--- config.mk ---
export PLATFORM = sky130hd
export DESIGN_NAME = spart_rx_packer
export DESIGN_NICKNAME = d
export VERILOG_FILES = /design/src/rtl/spart_pkg.sv /design/src/rtl/spart_word_fifo.sv /design/src/rtl/spart_rx_packer.sv
export SDC_FILE = /design/constraint.sdc
export NUM_CORES = 1
export LEC_CHECK = 0
export ABC_AREA = 1
export CORE_MARGIN = 2
export CORE_UTILIZATION = 50
export DETAILED_ROUTE_END_ITERATION = 8
export PLACE_DENSITY = 0.71
export SYNTH_ARGS = -nofsm -noshare
export SYNTH_HDL_FRONTEND = slang
export SYNTH_SLANG_ARGS = --single-unit
--- constraint.sdc ---
create_clock -name clk -period 3.5 [get_ports clk]
set_clock_uncertainty 0.2 [all_clocks]
set_input_delay 0.35 -clock clk [delete_from_list [all_inputs] [get_ports clk]]
set_output_delay 0.35 -clock clk [all_outputs]
set_load 0.01 [all_outputs]
--- src/rtl/spart_pkg.sv ---
// Shared definitions for the SPART receive-side byte packer.
// Contents: word/byte widths, default word FIFO depth and the pairing FSM state type.
package spart_pkg;

  localparam int SPART_WORD_W    = 16;
  localparam int SPART_BYTE_W    = 8;
  localparam int SPART_DEPTH_DEF = 4;

  typedef enum logic {
    IDLE_HI = 1'b0,
    WAIT_LO = 1'b1
  } pair_state_t;

endpackage

--- src/rtl/spart_word_fifo.sv ---
// Synchronous word FIFO for packed SPART receive words.
// Ports:
//   clk, rst_n  clock, asynchronous active-low reset
//   push        write wdata (accepted when not full, or when full with a same-cycle pop)
//   pop         remove head word (ignored when empty)
//   flush       synchronous clear; wins over push and pop
//   wdata       word to write
//   rdata       head word, all-zero when empty
//   count       number of buffered words
//   full/empty  occupancy flags derived from count
module spart_word_fifo
  import spart_pkg::*;
#(
  parameter int DEPTH = SPART_DEPTH_DEF,
  parameter int W     = SPART_WORD_W
) (
  input  logic                   clk,
  input  logic                   rst_n,
  input  logic                   push,
  input  logic                   pop,
  input  logic                   flush,
  input  logic [W-1:0]           wdata,
  output logic [W-1:0]           rdata,
  output logic [$clog2(DEPTH):0] count,
  output logic                   full,
  output logic                   empty
);

  localparam int AW = $clog2(DEPTH);
  localparam int CW = AW + 1;

  logic [W-1:0]  mem [DEPTH];
  logic [AW-1:0] wr_ptr;
  logic [AW-1:0] rd_ptr;
  logic          push_ok;
  logic          pop_ok;

  assign empty = (count == '0);
  assign full  = (count == CW'(DEPTH));

  // When full, a same-cycle pop frees the slot the write pointer is sitting on,
  // so the write lands in the slot being vacated.
  assign pop_ok  = pop  & ~empty & ~flush;
  assign push_ok = push & ~flush & (~full | pop_ok);

  always_ff @(posedge clk or negedge rst_n) begin
    if (!rst_n) begin
      wr_ptr <= '0;
      rd_ptr <= '0;
      count  <= '0;
    end else if (flush) begin
      wr_ptr <= '0;
      rd_ptr <= '0;
      count  <= '0;
    end else begin
      if (push_ok) wr_ptr <= wr_ptr + AW'(1);
      if (pop_ok)  rd_ptr <= rd_ptr + AW'(1);
      case ({push_ok, pop_ok})
        2'b10:   count <= count + CW'(1);
        2'b01:   count <= count - CW'(1);
        default: count <= count;
      endcase
    end
  end

  always_ff @(posedge clk) begin
    if (push_ok) mem[wr_ptr] <= wdata;
  end

  assign rdata = empty ? '0 : mem[rd_ptr];

endmodule

--- src/rtl/spart_rx_packer.sv ---
// SPART receive packer: pairs consecutive received bytes into 16-bit words
// (high byte first by default, matching the transmit order) and buffers them
// for the WB-stage source mux "spart" input.
// Ports:
//   clk, rst_n  clock, asynchronous active-low reset
//   rx_byte     byte from the SPART receiver, qualified by rx_valid
//   rx_valid    single-cycle byte strobe
//   rx_err      framing/parity error strobe; discards current and held byte
//   rd_en       processor pops the head word
//   flush       synchronous clear of FIFO and any held byte
//   clr_ovf     clears the sticky overflow flag (a same-cycle overflow wins)
//   rd_data     head word, 16'h0000 when empty
//   rd_valid    FIFO non-empty
//   half        one byte held, awaiting its pair
//   overflow    sticky: a completed word was dropped on a full FIFO
//   count       buffered word count
//
// state   | meaning
// IDLE_HI | no byte held; next good byte is loaded into the hold register
// WAIT_LO | one byte held; next good byte completes and pushes a word
module spart_rx_packer
  import spart_pkg::*;
#(
  parameter int DEPTH    = SPART_DEPTH_DEF,
  parameter int HI_FIRST = 1
) (
  input  logic                    clk,
  input  logic                    rst_n,
  input  logic [SPART_BYTE_W-1:0] rx_byte,
  input  logic                    rx_valid,
  input  logic                    rx_err,
  input  logic                    rd_en,
  input  logic                    flush,
  input  logic                    clr_ovf,
  output logic [SPART_WORD_W-1:0] rd_data,
  output logic                    rd_valid,
  output logic                    half,
  output logic                    overflow,
  output logic [$clog2(DEPTH):0]  count
);

  pair_state_t             state;
  pair_state_t             state_nxt;
  logic [SPART_BYTE_W-1:0] hold;
  logic                    hold_load;
  logic                    push_req;
  logic [SPART_WORD_W-1:0] word;
  logic                    fifo_full;
  logic                    fifo_empty;
  logic                    drop;

  always_ff @(posedge clk or negedge rst_n) begin
    if (!rst_n) begin
      state <= IDLE_HI;
    end else begin
      state <= state_nxt;
    end
  end

  // Flush and byte errors both abandon any half-built word; bytes arriving in
  // those cycles are discarded.
  always_comb begin
    state_nxt = state;
    hold_load = 1'b0;
    push_req  = 1'b0;
    if (flush || rx_err) begin
      state_nxt = IDLE_HI;
    end else if (rx_valid) begin
      case (state)
        IDLE_HI: begin
          hold_load = 1'b1;
          state_nxt = WAIT_LO;
        end
        WAIT_LO: begin
          push_req  = 1'b1;
          state_nxt = IDLE_HI;
        end
        default: state_nxt = IDLE_HI;
      endcase
    end
  end

  always_ff @(posedge clk or negedge rst_n) begin
    if (!rst_n) begin
      hold <= '0;
    end else if (flush || rx_err) begin
      hold <= '0;
    end else if (hold_load) begin
      hold <= rx_byte;
    end
  end

  assign word = (HI_FIRST != 0) ? {hold, rx_byte} : {rx_byte, hold};

  // A completed word is lost only when the FIFO is full and no pop frees a slot
  // this cycle; push_req is already suppressed during flush.
  assign drop = push_req & fifo_full & ~(rd_en & ~fifo_empty);

  always_ff @(posedge clk or negedge rst_n) begin
    if (!rst_n) begin
      overflow <= 1'b0;
    end else if (drop) begin
      overflow <= 1'b1;
    end else if (clr_ovf) begin
      overflow <= 1'b0;
    end
  end

  spart_word_fifo #(
    .DEPTH (DEPTH),
    .W     (SPART_WORD_W)
  ) u_fifo (
    .clk   (clk),
    .rst_n (rst_n),
    .push  (push_req),
    .pop   (rd_en),
    .flush (flush),
    .wdata (word),
    .rdata (rd_data),
    .count (count),
    .full  (fifo_full),
    .empty (fifo_empty)
  );

  assign rd_valid = ~fifo_empty;
  assign half     = (state == WAIT_LO);

endmodule
==> metrics.md, run 1 <==
| Metric | Value |
|---|---|
| Initial antenna violation count | 0 |
| Max cap viols | 0 |
| Unrepaired setup endpoints after global routing | no |
| Final Net Count | 364 |
| Num CTS Buffers | 9 |
| Commonest non-fill, non-tap cell in the layout | nor2_1 |
| Post-Synth XOR/XNOR Area | 0.002555 |
| Met1 Usage GRT | 0.2432 |
| Met2 global-route usage | 0.3484 |
| Busiest layer in global routing | met2 |
| ANT nets after route | 0 |
| Gr usage total | 0.1995 |
| Setup_tns | 0 ns |
| Die height | about 87 um |
| R2R Path Start | u_fifo.count[0]$_DFFE_PN0P_ |
| Vias | around 2300 |
| Core Footprint | between 6000 and 7000 um^2 |
| Adder-cell share of the synthesized area | 0.02044 |
| Num rows | 30 |
| Pwr/cell area | 426.4 nW/um^2 |
| First-pass GRT wire length | around 11 mm |
| CP Launch Type | flip-flop |
| Outcome | finished, final reports clean |
| Cells on worst reg2reg path | 11 |
| Synthesized area | approximately 3400 um^2 |
| Static leakage | 0.001520 uW |
| Worst hold-check path type | in2async |
| Synth unique cells | 27 |
| Worst VDD drop | roughly 0.21 mV |
| Root Driver | clkbuf_8 |
| Largest family of logic cells by synthesized area | simple AND/OR/NAND/NOR gates |
| Crit path capture type | output pin |
| # diodes | 0 |
| Final setup fails | 0 |
| Clock Latency Late Sink | ~0.35 ns |
| FF-to-FF setup slack | ~1.4 ns |
| Slew HR | 0.3989 |
| Ports | 37 |
| Max H-tree Level | 3 |
| CTS Buffer Depth | 2 |
| Post-CTS Resized | 0 |
| Simple logic cell fraction of the synthesized area | 0.1496 |
| Crit path from | u_fifo.rd_ptr[0]$_DFFE_PN0P_ |
| Final Routed Wirelength | slightly below 7 mm |
| Max FO, Critical Path | 20 |
| Smallest hold slack | between 0.2 and 0.3 ns |
| Layout cells sized above 1 | 0.1146 |
| CTS Sinks | 81 |
| Vias in the first global route | 2400 |
| Mapped Nets | 320 |
| Setup CP Type | reg2out |
| Pre-Repair DR Iteration Count | 4 |
| Mux cell area share after synthesis | 0 |
| Gpl congestion | roughly 0.74 |
| Ys Warns | 0 |
| Worst EP arrival | 2.32 ns |
| Initial Util | 0.5102 |
| Final HPWL from detailed placement | around 4.4 mm |
| Synth-to-Final Area Change | 19.23% |
| Synthesized area per cell | 11.43 um^2 |
| TritonCTS clock tree | built |
| # Post-CTS Setup Buffers | 0 |
| Sequential area share after synthesis | 0.6847 |
| # fillers | between 500 and 600 |
| Clock period minus worst slack | 2.866 ns |
| Fin crit share | 0.8188 |
| Global routing usage on met3 | 0.04381 |
| Synth Area in Compound Gates | 0.09270 |
| Final Slew Violations | 0 |
| Fmax | 349.0 MHz |
| Die W | 86.81 um |
| Number of remaining DRC errors | 0 |
| Die ar. | about 7500 um^2 |
| DR WL/cell | 16.03 um |
| Commonest cells after routing, fill and taps aside | nor2_1 (69), edfxtp_1 (64), o21ai_0 (39), clkdlybuf4s50_1 (36), inv_1 (21) |
| Clock slew at reported path FFs | roughly 0.080 ns |
| Worst slew pin tran | ~0.9 ns |
| Critical path required time | ~3.0 ns |
| Largest net degree at the start of global routing | 34 |
| Vias per cell | about 5.5 |
| Mapped Cells | 300 |
| Synthesis-stage register bit count | 81 |
| Tot Pwr | between 1500 and 2000 uW |
| # hold bufs at CTS | 0 |
| GRT overflow | 0 |
| Final Hold Fails | 0 |
| I/O Buffers | 36 |
| Initial detailed-routing violation count | 200 |
[synthesized netlist by cell type (all sizes together)]
cell type | instances | area, um^2
clkbuf | 4 | 15.01
inv | 26 | 97.60
fa | 1 | 20.02
nand2 | 21 | 91.33
o21ai | 42 | 210.2
ha | 4 | 50.05
dfrtp | 17 | 425.4
edfxtp | 64 | 1922
a21oi | 19 | 98.85
nand3 | 16 | 105.1
bufinv | 1 | 17.52
nand4 | 4 | 40.04
xnor2 | 1 | 8.760
buf | 8 | 41.29
nor2 | 71 | 276.5
o32ai | 1 | 8.760
[metal layers]
metal / share of wire / vias up
li1: - / 1115
met1: 0.42 / 1154
met2: 0.52 / 66
met3: 0.053 / 6
met4: 0.0074 / 0
met5: 0 / -
[critical path, cell delays in order, from the launching register on]
cell             delay [ns]
dfrtp_1                0.64
buf_4                  0.34
nor2_1                 0.09
nor2_1                 0.08
o21ai_0                0.08
a21oi_1                0.19
clkdlybuf4s50_1        0.56
[per-stage QoR]
step / instances / instance area [um^2] / util / worst slack [ns]
final: 429 / 4088 / 0.6084 / 0.6343
after global routing: 429 / 4088 / 0.6084 / 0.4394
after CTS: 429 / 4088 / 0.6084 / 0.6237
after detailed placement: 413 / 3900 / 0.5804 / 0.8262
after global placement: 413 / 3900 / 0.5804 / 0.9184
after floorplan: 300 / 3428 / - / 1.250
[cells by family after synthesis]
logic type	Yosys count
AOI/OAI and AO/OA	62
xor gates and xnor gates	1
adders and majority gates	5
buffers and inverters	39
DFF	81
and+or+nand+nor	112
[report_power, final]
| part | total [uW] | leakage [uW] | switching [uW] | internal, uW |
|---|---|---|---|---|
| Sequential | 1050 | 0.000809 | 6.49 | 1040 |
| Combinational | 68.5 | 0.000622 | 38.8 | 29.7 |
| Clock | 627 | 0.0000895 | 343 | 284 |
[layout make-up]
class	count	area, um^2	area share
Clock inverter	6	50.05	0.01224
Multi-Input combinational cell	180	909.6	0.2225
Sequential cell	81	2347	0.5742
Timing Repair Buffer	45	427.9	0.1047
Inverter	27	115.1	0.02816
Clock buffer	10	137.6	0.03367
Tap cell	80	100.1	0.02449
[registers in the layout, summed over array words and instances (netlist names)]
| signal | count |
|---|---|
| u_fifo.rd_ptr | 2 |
| half | 1 |
| u_fifo.count | 3 |
| u_fifo.wr_ptr | 2 |
| hold | 8 |
| overflow | 1 |
| u_fifo.mem | 64 |
[final timing paths]
| kind | end |
|---|---|
| worst max-delay path | rd_data[10] |
| worst min-delay path | hold[1]$_DFFE_PN0P_ |
| worst max register to register | u_fifo.count[2]$_DFFE_PN0P_ |
| worst min register to register | overflow$_DFFE_PN0P_ |
| max in group asynchronous | hold[5]$_DFFE_PN0P_ |
| min in group clk | overflow$_DFFE_PN0P_ |
Power figures use the tool's default switching activity.
==> run 2: changes to the inputs <==
==> constraint.sdc (replaced) <==
create_clock -name clk -period 2.7 [get_ports clk]
set_clock_uncertainty 0.2 [all_clocks]
set_input_delay 0.27 -clock clk [delete_from_list [all_inputs] [get_ports clk]]
set_output_delay 0.27 -clock clk [all_outputs]
set_load 0.01 [all_outputs]
==> run 2 against run 1 <==
Effect of this change:
- clock-buffer cell count shrank 1
- largest cell class unchanged
- non-clock buffer count grew 6
- final cell count grew 1.4%
- sequential power grew 30%
- flip-flop and latch count is the same
- hold slack lost 0.094 ns
- critical path type unchanged
- design area grew 1.6%
- routed wire length shrank 0.22%
- die area is the same
- critical endpoint is now rd_data[9]
==> metrics.md, run 2 (synthesis gave the netlist of run 1 again) <==
| Metric | Value |
|---|---|
| Initial Util | 0.5102 (unchanged) |
| Setup CP Type | reg2out |
| Slew HR | 0.4719 (+0.07299) |
| I/O Buffers | 36 (unchanged) |
| Final setup fails | 0 (unchanged) |
| Max cap viols | 0 (unchanged) |
| Switching share of total power | 0.2127 (-0.009796) |
| GRT overflow | 0 (unchanged) |
| Num CTS Buffers | 9 (unchanged) |
| Fin crit share | 0.9241 |
| CP Launch Type | flip-flop |
| Worst EP arrival | 2.02 ns (-0.30 ns) |
| Clk network pwr share | 0.371 (+0.011) |
| Gpl congestion | 0.7246 (-2.2%) |
| Synth-to-Final Area Change | 21.13% |
| Root Driver | clkbuf_8 |
| Top reg by flops | u_fifo.mem |
| Clock slew at reported path FFs | 0.08 ns (about the same) |
| Internal Power | 1815 uW (+34%) |
| Number of flip-flops in the largest register | 64 (unchanged) |
| Area after DPL | 3958 um^2 (+1.5%) |
| Die height | 86.81 um (unchanged) |
| Max H-tree Level | 3 (unchanged) |
| Final Routed Wirelength | 6.862 mm (-0.22%) |
| Layout cells sized above 1 | 0.1296 (+0.01496) |
| Final HPWL from detailed placement | 4.444 mm (+0.26%) |
| ANT nets after route | 0 (unchanged) |
| Clock Latency Late Sink | 0.34 ns (about the same) |
| Ports | 37 (unchanged) |
| Pre-Repair DR Iteration Count | 4 (unchanged) |
| Critical path required time | 2.23 ns (-0.72 ns) |
| Commonest cells after routing, fill and taps aside | nor2_1 (69), edfxtp_1 (64), o21ai_0 (39), clkdlybuf4s50_1 (36), inv_1 (21) |
| Crit path capture type | output pin |
| DR WL/cell | 15.77 um (-1.6%) |
| TritonCTS clock tree | built |
| Combinational share of power | 0.040 (about the same) |
| CTS Buffer Depth | 2 (unchanged) |
| CTS Sinks | 81 (unchanged) |
| Worst slew pin tran | 0.7897 ns (-0.1025 ns) |
| Initial antenna violation count | 0 (unchanged) |
| Worst VDD drop | 0.3604 mV (+68%) |
| Biggest regs | u_fifo.mem (64), hold (8), u_fifo.count (3) |
| Worst hold-check path type | in2async |
| Final Slew Violations | 0 (unchanged) |
| FF-to-FF setup slack | 0.59 ns (-0.76 ns) |
| Reg power frac | 0.589 (-0.012) |
| Die W | 86.81 um (unchanged) |
| Final Net Count | 370 (+1.6%) |
| Outcome | finished, final reports clean |
| Number of remaining DRC errors | 0 (unchanged) |
| Finished layout cell area | 4153 um^2 (+1.6%) |
| Gr usage total | 0.2007 (+0.001226) |
| Clock period minus worst slack | ~2.5 ns |
| Psw | 490.3 uW (+26%) |
| Fmax | ~400 MHz |
| Setup_tns | 0 ns (unchanged) |
| Num rows | 30 (unchanged) |
| Vias per cell | 5.195 (-4.8%) |
| # hold bufs at CTS | 0 (unchanged) |
| Unrepaired setup endpoints after global routing | no |
| Initial detailed-routing violation count | 174 (-13%) |
| Commonest non-fill, non-tap cell in the layout | nor2_1 |
| Die ar. | 7535 um^2 (unchanged) |
| First-pass GRT wire length | 11.12 mm (-1.5%) |
| # diodes | 0 (unchanged) |
| Vias in the first global route | 2257 (-6.0%) |
| Tot Pwr | 2305 uW (+32%) |
| Vias | 2260 (-3.5%) |
| Final Hold Fails | 0 (unchanged) |
| Largest net degree at the start of global routing | 20 (-41%) |
| Pwr/cell area | 555.1 nW/um^2 (+30%) |
| Max FO, Critical Path | 9 (-55%) |
| Core Footprint | 6719 um^2 (unchanged) |
| Static leakage | 0.001544 uW (+1.5%) |
run 2: changes by cell type in the layout (fill, tap and decap cells not counted), moves of 2 or more:
cell	delta
clkinv_4	-2
buf_4	+5
clkinv_1	+2
dfrtp_2	+2
dfrtp_1	-2
run 2: layer usage:
| metal | track usage | routed length, um | share of wire | vias to the layer above |
|---|---|---|---|---|
| met2 | 0.3213 | 3509 | 0.51 | 50 |
| met4 | 0.08097 | 34 | 0.0050 | 0 |
| li1 | - | - | - | 1127 |
| met3 | 0.05333 | 292 | 0.043 | 4 |
| met1 | 0.2611 | 3026 | 0.44 | 1079 |
| met5 | 0 | 0 | 0 | - |
run 2: timing repair:
action	in CTS	in global routing
buffers inserted	0	0
setup endpoints to repair	0	10
hold endpoints to repair	0	0
resized for setup	0	2
run 2: area by class of cell:
class | instances | area (um^2)
clock buffer | 9 | 123.9
fill | 538 | 2566
tap | 80 | 100.1
timing repair buffer | 51 | 485.5
multi-input combinational | 180 | 909.6
inverter | 27 | 115.1
clock inverter | 7 | 68.82
sequential | 81 | 2350
run 2: worst max-delay path, cell delays in order, from the launching register on:
cell and delay [ns]:
dfrtp_1 0.50, nor2_4 0.09, nand2_4 0.11, inv_1 0.07, buf_4 0.18, a21oi_1 0.16
clkdlybuf4s50_1 0.57
run 2: path summary, 6_finish.rpt:
path | start | to | cells past startpoint
max in group asynchronous | rst_n | u_fifo.rd_ptr[1]$_DFFE_PN0P_ | 1
min in group clk | clr_ovf | overflow$_DFFE_PN0P_ | 2
worst min-delay path | rst_n | hold[0]$_DFFE_PN0P_ | 1
worst max-delay path | u_fifo.count[0]$_DFFE_PN0P_ | rd_data[9] | 6
worst min register to register | hold[5]$_DFFE_PN0P_ | u_fifo.mem[2][13]$_DFFE_PP_ | 0
worst max register to register | u_fifo.count[0]$_DFFE_PN0P_ | u_fifo.count[2]$_DFFE_PN0P_ | 11
run 2: metrics by stage:
step	hold slack, ns	std cells	worst slack, ns	utilization
floorplan	-0.2256	300	0.4495	-
CTS	0.1879	435	0.04386	0.6177
finish	0.1795	435	0.2050	0.6181
global placement	0.2979	419	0.3394	0.5890
detailed placement	0.3140	419	0.2974	0.5890
global route	0.2404	435	0.03227	0.6181
run 2: power by group through the flow:
stage	Combinational (uW)	Sequential (uW)	Clock, uW
finish	92.0	1360	856
global route	101	1360	928
CTS	93.1	1360	879
floorplan	34.6	1380	0
global placement	91.0	1390	0
detailed placement	92.7	1390	0
